==> config.mk <==
export PLATFORM = sky130hd
export DESIGN_NAME = uart_tx_arbiter_flat
export DESIGN_NICKNAME = d
export VERILOG_FILES = /design/src/rtl/uart_tx_arbiter_if.sv /design/src/rtl/uart_tx_arbiter.sv /design/src/flat_wrapper.sv
export SDC_FILE = /design/constraint.sdc
export NUM_CORES = 1
export LEC_CHECK = 0
export CORE_UTILIZATION = 47
export DETAILED_ROUTE_END_ITERATION = 8
export MAX_ROUTING_LAYER = met4
export PLACE_DENSITY = 0.81
export SKIP_LAST_GASP = 1
export SLEW_MARGIN = 20
export SYNTH_ARGS = -nofsm -noshare
export SYNTH_HDL_FRONTEND = slang
export SYNTH_SLANG_ARGS = --single-unit
==> constraint.sdc <==
create_clock -name i_clk -period 2.13 [get_ports i_clk]
set_input_delay 0.426 -clock i_clk [delete_from_list [all_inputs] [get_ports i_clk]]
set_output_delay 0.426 -clock i_clk [all_outputs]
set_load 0.02 [all_outputs]
==> src/rtl/uart_tx_arbiter_if.sv <==
// Requester and uart_tx side signals of the shared-transmitter arbiter.
interface uart_tx_arbiter_if #(
  parameter int unsigned NREQ   = 4,
  parameter int unsigned DATA_W = 8
) ();
  localparam int unsigned ID_W = $clog2(NREQ);

  logic                     en;
  logic [NREQ-1:0]          req_valid;
  logic [NREQ*DATA_W-1:0]   req_data;
  logic [NREQ-1:0]          req_ready;
  logic                     tx_en;
  logic                     tx_start;
  logic [DATA_W-1:0]        tx_in;
  logic                     tx_busy;
  logic                     tx_done;
  logic                     busy;
  logic [ID_W-1:0]          gnt_id;
  logic [NREQ-1:0]          done;
  logic                     err;

  // Client/uart_tx environment side.
  modport master (
    output en, req_valid, req_data, tx_busy, tx_done,
    input  req_ready, tx_en, tx_start, tx_in, busy, gnt_id, done, err
  );

  // Arbiter side.
  modport slave (
    input  en, req_valid, req_data, tx_busy, tx_done,
    output req_ready, tx_en, tx_start, tx_in, busy, gnt_id, done, err
  );
endinterface

==> src/rtl/uart_tx_arbiter.sv <==
// Round-robin arbiter sharing one uart_tx between NREQ byte producers.
// Grants one byte at a time, tracks tx_busy/tx_done to completion or timeout.
module uart_tx_arbiter #(
  parameter int unsigned NREQ           = 4,
  parameter int unsigned DATA_W         = 8,
  parameter int unsigned TIMEOUT_CYCLES = 4096
) (
  input  logic              i_clk,
  input  logic              i_rst,
  uart_tx_arbiter_if.slave  io_bus
);
  localparam int unsigned      ID_W     = $clog2(NREQ);
  localparam int unsigned      CNT_W    = $clog2(TIMEOUT_CYCLES) + 1;
  localparam logic [CNT_W-1:0] CntLimit = CNT_W'(TIMEOUT_CYCLES - 1);
  localparam logic [CNT_W-1:0] CntMax   = '1;
  localparam logic [ID_W-1:0]  LastInit = ID_W'(NREQ - 1);

  typedef enum logic [1:0] {StIdle, StStart, StWaitDone, StRelease} state_e;

  state_e            r_state, w_state_nxt;
  logic [ID_W-1:0]   r_last, w_last_nxt;
  logic [ID_W-1:0]   r_gnt_id, w_gnt_id_nxt;
  logic [DATA_W-1:0] r_tx_in, w_tx_in_nxt;
  logic [CNT_W-1:0]  r_cnt, w_cnt_nxt;
  logic              r_tx_start, w_tx_start_nxt;
  logic              r_err, w_err_nxt;
  logic [NREQ-1:0]   r_done, w_done_nxt;
  logic [NREQ-1:0]   w_ready;
  logic [ID_W-1:0]   w_winner, w_idx;
  logic              w_any, w_timeout;

  // Round-robin pick: scan farthest offset first so the nearest hit after r_last wins.
  always_comb begin
    w_any    = 1'b0;
    w_winner = '0;
    w_idx    = '0;
    for (int k = int'(NREQ); k >= 1; k--) begin
      w_idx = ID_W'((int'(r_last) + k) % int'(NREQ));
      if (io_bus.req_valid[w_idx]) begin
        w_any    = 1'b1;
        w_winner = w_idx;
      end
    end
  end

  // Saturating counter, so >= keeps the abort condition true once reached.
  assign w_timeout = (r_cnt >= CntLimit);

  // Next-state and registered-output decode.
  always_comb begin
    w_state_nxt    = r_state;
    w_last_nxt     = r_last;
    w_gnt_id_nxt   = r_gnt_id;
    w_tx_in_nxt    = r_tx_in;
    w_cnt_nxt      = r_cnt;
    w_tx_start_nxt = r_tx_start;
    w_done_nxt     = '0;
    w_err_nxt      = 1'b0;
    w_ready        = '0;
    unique case (r_state)
      StIdle: begin
        if (io_bus.en && w_any) begin
          w_ready[w_winner] = 1'b1;
          w_tx_in_nxt       = io_bus.req_data[32'(w_winner) * DATA_W +: DATA_W];
          w_gnt_id_nxt      = w_winner;
          w_last_nxt        = w_winner;
          w_cnt_nxt         = '0;
          w_tx_start_nxt    = 1'b1;
          w_state_nxt       = StStart;
        end
      end
      StStart: begin
        if (r_cnt != CntMax) w_cnt_nxt = r_cnt + 1'b1;
        if (io_bus.tx_busy || io_bus.tx_done) begin
          w_tx_start_nxt = 1'b0;
          w_state_nxt    = StWaitDone;
        end else if (w_timeout) begin
          w_tx_start_nxt = 1'b0;
          w_err_nxt      = 1'b1;
          w_state_nxt    = StRelease;
        end
      end
      StWaitDone: begin
        if (r_cnt != CntMax) w_cnt_nxt = r_cnt + 1'b1;
        // Completion takes precedence over a coincident timeout.
        if (io_bus.tx_done) begin
          w_done_nxt[r_gnt_id] = 1'b1;
          w_state_nxt          = StRelease;
        end else if (w_timeout) begin
          w_err_nxt   = 1'b1;
          w_state_nxt = StRelease;
        end
      end
      StRelease: begin
        // Hold off until a level-held tx_done has dropped.
        if (!io_bus.tx_done && !io_bus.tx_busy) w_state_nxt = StIdle;
      end
      default: w_state_nxt = StIdle;
    endcase
  end

  // State and output registers; async reset discards any in-flight byte.
  always_ff @(posedge i_clk or posedge i_rst) begin
    if (i_rst) begin
      r_state    <= StIdle;
      r_last     <= LastInit;
      r_gnt_id   <= '0;
      r_tx_in    <= '0;
      r_cnt      <= '0;
      r_tx_start <= 1'b0;
      r_done     <= '0;
      r_err      <= 1'b0;
    end else begin
      r_state    <= w_state_nxt;
      r_last     <= w_last_nxt;
      r_gnt_id   <= w_gnt_id_nxt;
      r_tx_in    <= w_tx_in_nxt;
      r_cnt      <= w_cnt_nxt;
      r_tx_start <= w_tx_start_nxt;
      r_done     <= w_done_nxt;
      r_err      <= w_err_nxt;
    end
  end

  assign io_bus.req_ready = w_ready;
  assign io_bus.tx_en     = io_bus.en;
  assign io_bus.tx_start  = r_tx_start;
  assign io_bus.tx_in     = r_tx_in;
  assign io_bus.busy      = (r_state != StIdle);
  assign io_bus.gnt_id    = r_gnt_id;
  assign io_bus.done      = r_done;
  assign io_bus.err       = r_err;
endmodule

==> src/flat_wrapper.sv <==
// flat-port wrapper written by rule: the top's interface ports become plain ports
module uart_tx_arbiter_flat 
#(
  parameter int unsigned NREQ           = 4,
  parameter int unsigned DATA_W         = 8,
  parameter int unsigned TIMEOUT_CYCLES = 4096
)
  (i_clk, i_rst, io_bus_en, io_bus_req_valid, io_bus_req_data, io_bus_tx_busy, io_bus_tx_done, io_bus_req_ready, io_bus_tx_en, io_bus_tx_start, io_bus_tx_in, io_bus_busy, io_bus_gnt_id, io_bus_done, io_bus_err);
  uart_tx_arbiter_if #(.NREQ(NREQ), .DATA_W(DATA_W)) io_bus_i ();
  input  logic i_clk;
  input  logic i_rst;
  input wire logic [$bits(io_bus_i.en)-1:0] io_bus_en;
  input wire logic [$bits(io_bus_i.req_valid)-1:0] io_bus_req_valid;
  input wire logic [$bits(io_bus_i.req_data)-1:0] io_bus_req_data;
  input wire logic [$bits(io_bus_i.tx_busy)-1:0] io_bus_tx_busy;
  input wire logic [$bits(io_bus_i.tx_done)-1:0] io_bus_tx_done;
  output wire logic [$bits(io_bus_i.req_ready)-1:0] io_bus_req_ready;
  output wire logic [$bits(io_bus_i.tx_en)-1:0] io_bus_tx_en;
  output wire logic [$bits(io_bus_i.tx_start)-1:0] io_bus_tx_start;
  output wire logic [$bits(io_bus_i.tx_in)-1:0] io_bus_tx_in;
  output wire logic [$bits(io_bus_i.busy)-1:0] io_bus_busy;
  output wire logic [$bits(io_bus_i.gnt_id)-1:0] io_bus_gnt_id;
  output wire logic [$bits(io_bus_i.done)-1:0] io_bus_done;
  output wire logic [$bits(io_bus_i.err)-1:0] io_bus_err;
  assign io_bus_i.en = io_bus_en;
  assign io_bus_i.req_valid = io_bus_req_valid;
  assign io_bus_i.req_data = io_bus_req_data;
  assign io_bus_i.tx_busy = io_bus_tx_busy;
  assign io_bus_i.tx_done = io_bus_tx_done;
  assign io_bus_req_ready = io_bus_i.req_ready;
  assign io_bus_tx_en = io_bus_i.tx_en;
  assign io_bus_tx_start = io_bus_i.tx_start;
  assign io_bus_tx_in = io_bus_i.tx_in;
  assign io_bus_busy = io_bus_i.busy;
  assign io_bus_gnt_id = io_bus_i.gnt_id;
  assign io_bus_done = io_bus_i.done;
  assign io_bus_err = io_bus_i.err;
  uart_tx_arbiter #(.NREQ(NREQ), .DATA_W(DATA_W), .TIMEOUT_CYCLES(TIMEOUT_CYCLES)) u_core (.i_clk(i_clk), .i_rst(i_rst), .io_bus(io_bus_i));
endmodule
# Word level (Yosys, flattened, before mapping)
# Index checks and enable logic that the tools add are counted.
# word_totals
input_bits	41
reg_bits	33
out_inout_bits	22
# classes
shifts	1
n_mux	41
reduce_logical	16
order_cmp	9
eq_ne	8
addsub	5
# ops
op	n
$shiftx A32 B6 Y8	1
$mux W13	2
$pmux W13 S2	1
$lt A2 B3 Y1 const B	6
$mux W2	9
$mux W1	16
$mux W4	4
$add A13 B1 Y13 const B	1
$ge A13 B12 Y1 const B	1
$ne A13 B13 Y1 const B	1
$bmux W1 S2	4
$pmux W2 S4	1
$ne A2 B1 Y1 const B	3
$reduce_and A3 Y1	2
$reduce_bool A2 Y1	3
$add A2 B1 Y2 const B	2
$add A2 B2 Y2 const B	2
$demux W1 S2	2
$eq A2 B2 Y1 const B	2
$ge A2 B1 Y1 const B	2
$logic_and A1 B1 Y1	4
$pmux W1 S2	2
$reduce_and A2 Y1	2
$ne A3 B1 Y1 const B	1
other kinds (5)	6

# Longest topological paths before layout
# depth
depth_word	13
ltp_mapped	8
ltp_nobuf	7

# Worst setup path before layout
# OpenSTA, ideal clock, no wires.
# synth_timing
path_type	reg2out
from	register u_core.r_state[1]
to	output port io_bus_req_ready[1]
t_required_ns	1.704
t_arrival_ns	1.665
path_stages_with_launch	8
path_slack_ns	0.039
path_buffers	2
cell_sequence	dfrtp_1 > inv_1 > ha_1 > buf_2 > nand2_2 > or2_2 > buf_4 > nor2b_1
# synth_between
elab_chain_cells	2
# synth_lines
item	line	text
start: declaration	uart_tx_arbiter.sv:20	state_e r_state, w_state_nxt;
start signal: assignment	uart_tx_arbiter.sv:105	r_state <= StIdle;
start signal: assignment	uart_tx_arbiter.sv:114	r_state <= w_state_nxt;
$logic_not A2 Y1	uart_tx_arbiter.sv:60	unique case (r_state)
$mux W4	uart_tx_arbiter.sv:60	
end: declaration	flat_wrapper.sv:17	output wire logic [$bits(io_bus_i.req_ready)-1:0] io_bus_req_ready;
# Every way passes these cells.

# Worst setup path after layout
# layout_timing
from	register u_core.r_last[1]
to	output port io_bus_req_ready[1]
# layout_between
elab_chain_cells	13
# layout_lines
item	line	text
start: declaration	uart_tx_arbiter.sv:21	logic [ID_W-1:0] r_last, w_last_nxt;
start signal: assignment	uart_tx_arbiter.sv:106	r_last <= LastInit;
start signal: assignment	uart_tx_arbiter.sv:115	r_last <= w_last_nxt;
$add A2 B1 Y2	uart_tx_arbiter.sv:38	w_idx = ID_W'((int'(r_last) + k) % int'(NREQ));
$bmux W1 S2	uart_tx_arbiter.sv:39	if (io_bus.req_valid[w_idx]) begin
$mux W1 (implied by the code)	uart_tx_arbiter.sv:39	
$mux W2 (4 in a row)	uart_tx_arbiter.sv:39	
$lt A2 B3 Y1 (implied by the code) or $ge A2 B1 Y1 (tied branches)	uart_tx_arbiter.sv:63	w_ready[w_winner] = 1'b1;
$logic_and A1 B1 Y1 (implied by the code)	uart_tx_arbiter.sv:63	
$mux W1 (implied by the code)	uart_tx_arbiter.sv:63	
$demux W1 S2	--	
$mux W4 (*)	uart_tx_arbiter.sv:62	if (io_bus.en && w_any) begin
$mux W4 (*)	uart_tx_arbiter.sv:60	
# Mark *: on every way between the ends. The rest lies on a longest branch, timed or not. The select of a mux whose other input is x is not followed.

==> reports/results.tsv <==
stage	metric	value	unit
pwr	Seq pwr share	29.2	%
logic_synthesis	Seq/Total Area, Yosys	41.0	%
pwr	Lkg Pwr	1.31	nW
floorplanning	Die H	67.5	µm
global_routing	antenna violations before repair	0	
setup_path	Crit Path Max Fanout	3	
setup_path	Crit path max-delay family	flip-flops	
logic_synthesis	largest area contributor in the netlist	dfrtp_1	
logic_synthesis	Mapped Cells	194	
logic_synthesis	count leader, synth	dfrtp_1	
setup_path	worst r2r src	u_core.r_last[1]	
pwr	Total Power	3.38	mW
placement	I/O Buffers	62	
setup_path	WP data arrival	1.70	ns
placement	gp weighted congestion	0.859	
placement	Placed Cells	319	
global_routing	grt ovf	0	
routing	Pre-antenna DRT Iters	4	
logic_synthesis	Yosys reg bits	33	
clocking	clock buffer depth	2	
setup_path	crit path from	u_core.r_last[1]	
setup_path	Critical Path RT	1.70	ns
sta	Setup Viol. Count Final	0	
logic_synthesis	top cells by count, synth	dfrtp_1 (31), nand2_1 (20), mux2i_1 (18), nor2_1 (18)	
global_routing	GRT Overall Usage	24.4	%
floorplanning	Starting Density	49.7	%
pwr	Pint	2.08	mW
sta	relative slew slack	70.9	%
logic_synthesis	Syn Nets	240	
logic_synthesis	number of distinct library cells after synthesis	52	
sta	Max Clk Rate	470	MHz
clocking	clk slew on worst S/H paths	0.07	ns
sta	endpoints failing hold	0	
sta	Worst Skew	0.00771	ns
routing	drt drc	0	
global_routing	vias in the first global route	1728	
sta	minimum clock period	2.13	ns
logic_synthesis	mapped cell area	2020	µm²
logic_synthesis	Synth async-reset ratio	100	%
setup_path	Startpoint Class	register	
clocking	Root Buffer	clkbuf_8	
logic_synthesis	main flop type after synthesis	dfrtp_1	
sta	unrepaired setup endpoints after global routing	yes	
logic_synthesis	area share of the largest cell type after synthesis	38.4	%
setup_path	Setup crit end kind	primary output	
logic_synthesis	synth top area cells	dfrtp_1 (38%), mux2i_1 (8.9%), nand2_1 (3.7%), o221ai_2 (3.7%), xnor2_1 (3.5%)	
sta	Slew Limit Fails	0	
setup_path	critical path, cell by cell	a21oi_1 -> a31oi_2 -> a21oi_2 -> or2_4 -> nor2b_1 -> buf_4	
logic_synthesis	EDFF count, synth	0	
setup_path	crit path max-delay cell type	dfstp_2	
logic_synthesis	Post-Syn Area per Cell	10.4	µm²
clocking	# hold bufs at CTS	0	
global_routing	first-pass GRT wire length	7870	µm
pwr	Psw	1.30	mW
placement	Cell Area, Placed	2810	µm²
clocking	Worst-Skew Late Latency	0.29	ns
layout	share of layout cells above drive strength 1	21.2	%
pwr	Net Sw Frac	38.4	%
clocking	H-tree Lvls	2	
floorplanning	Die Wd	67.5	µm
floorplanning	Rows	23	
placement	Post-DP HPWL	3620	µm
layout	Area Growth Syn to Fin	46.6	%
routing	number of routed nets with antenna violations	0	
job	maxcap violations	0	
layout	final instance area	2960	µm²
routing	drt wl/cell	14.5	µm
floorplanning	I/O Pins	63	
clocking	CTS Sinks	33	
sta	Tcrit/Tclk final	99.9	%
layout	fin cells	328	
pwr	pwr/cell area	1140	nW/µm²
outcome	status	finished, final reports clean	
layout	Antenna Cells	0	
clocking	CTS Buf Count	5	
min_path	Hold Path Class	reg -> reg	
floorplanning	die area	4560	µm²
routing	initial drt markers	102	
global_routing	largest net degree at the start of global routing	34	
routing	DR vias/cell	5.37	
layout	# nets final	323	
setup_path	critical path class	reg -> out	
clocking	CTS tree	done	
routing	Via Count	1762	
pwr	clock network power share	17.8	%
min_path	Hold Startpoint	u_core.io_bus.tx_in[2]	
logic_synthesis	count of warnings emitted by yosys	0	
pwr	VDD IR max	0.759	mV
floorplanning	core region area	4060	µm²
pwr	Comb power frac	53.0	%
setup_path	WP buf/inv	1	
routing	drt total wl	4770	µm
sta	Fin Hold WS	0.492	ns
layout	Layout Utilization	72.9	%
setup_path	max incr delay on CP	0.56	ns
sta	slew of the pin with the lowest slew margin	0.433	ns
worst reg2reg max path, delay by kind of cell, from the launching register on:
kind            cells  cell delay (ns)
flops               1             0.56
mux                 1             0.31
compound gates      3             0.49
simple gates        1             0.11
buf+inv             1             0.34
cells by family (layout without fill, tap and decap cells):
| group | after synthesis | after routing | synth area share (%) |
|---|---|---|---|
| AND/OR/NAND/NOR | 70 | 70 | 19.5 |
| adder cells (fa/ha/maj) | 5 | 5 | 3.10 |
| XOR/XNOR | 8 | 8 | 3.47 |
| flip-flops | 33 | 33 | 41.0 |
| AO/OA/AOI/OAI | 42 | 42 | 19.0 |
| multiplexers | 19 | 19 | 9.49 |
| buffers and inverters | 17 | 101 | 4.34 |
final cells by class:
type                            count  area [µm²]
Multi-Input combinational cell    144        1140
Fill cell                         292        1100
Sequential cell                    33         828
Timing Repair Buffer               85         778
Clock buffer                        7        86.3
Tap cell                           50        62.6
Clock inverter                      1        30.0
Inverter                            8        30.0
cell usage in the layout, fill, tap and decap left out, types with 4 or more instances in the layout:
cell and instances:
dfrtp_1 31, inv_1 8, o221ai_2 4, clkbuf_8 6, nor2_1 18, o221ai_1 4, dlygate4sd2_1 5, mux2i_1 17
clkdlybuf4s50_1 53, xnor2_1 8, nand2_1 20, ha_1 5, buf_4 25, nor3_1 5, a21oi_1 6
flip-flops by register name, summed over array words and instances (netlist names):
name                    count
u_core.r_cnt               13
u_core.io_bus.tx_in         8
u_core.io_bus.done          4
u_core.io_bus.gnt_id        2
u_core.r_last               2
u_core.r_state              2
u_core.io_bus.err           1
u_core.io_bus.tx_start      1
stage by stage:
step | setup slack, ns | setup TNS, ns
final | 0.00141 | 0
after global routing | -0.0476 | -0.118
after floorplan | 0.0393 | 0
after detailed placement | -0.617 | -6.57
after global placement | -0.612 | -5.16
after CTS | -0.0153 | -0.0259
path summary, 6_finish.rpt:
check,endpoint,cells after the start,slack [ns]
worst min register to register,u_core.io_bus.tx_in[2],2,0.49
worst max register to register,u_core.io_bus.tx_in[7],6,0.20
worst min-delay path,u_core.io_bus.tx_in[2],2,0.49
worst max-delay path,io_bus_req_ready[1],6,0.001
min in group asynchronous,u_core.io_bus.tx_in[2],3,0.52
max in group asynchronous,u_core.r_last[0],3,1.27
layer usage:
metal  vias to the layer above  global-route usage (%)  routed length (µm)
li1                        876                       -                   -
met1                       824                    28.7                2110
met2                        52                    38.2                2300
met3                        10                    8.45                 278
met4                         0                    8.78                  85
met5                         -                       -                   0
what timing repair did:
item / in CTS / in global routing
gates resized for setup: 29 / 3
pin swaps: 2 / 3
endpoints found under the setup margin: 6 / 4
buffers inserted: 0 / 1
power by group through the flow:
stage	combinational, mW	sequential, mW	clock (mW)
floorplan	0.911	1.10	0
global placement	1.72	0.977	0
detailed placement	1.74	0.985	0
CTS	1.78	0.980	0.616
global route	1.95	1.01	0.646
finish	1.79	0.986	0.600
Power figures use the tool's default switching activity.
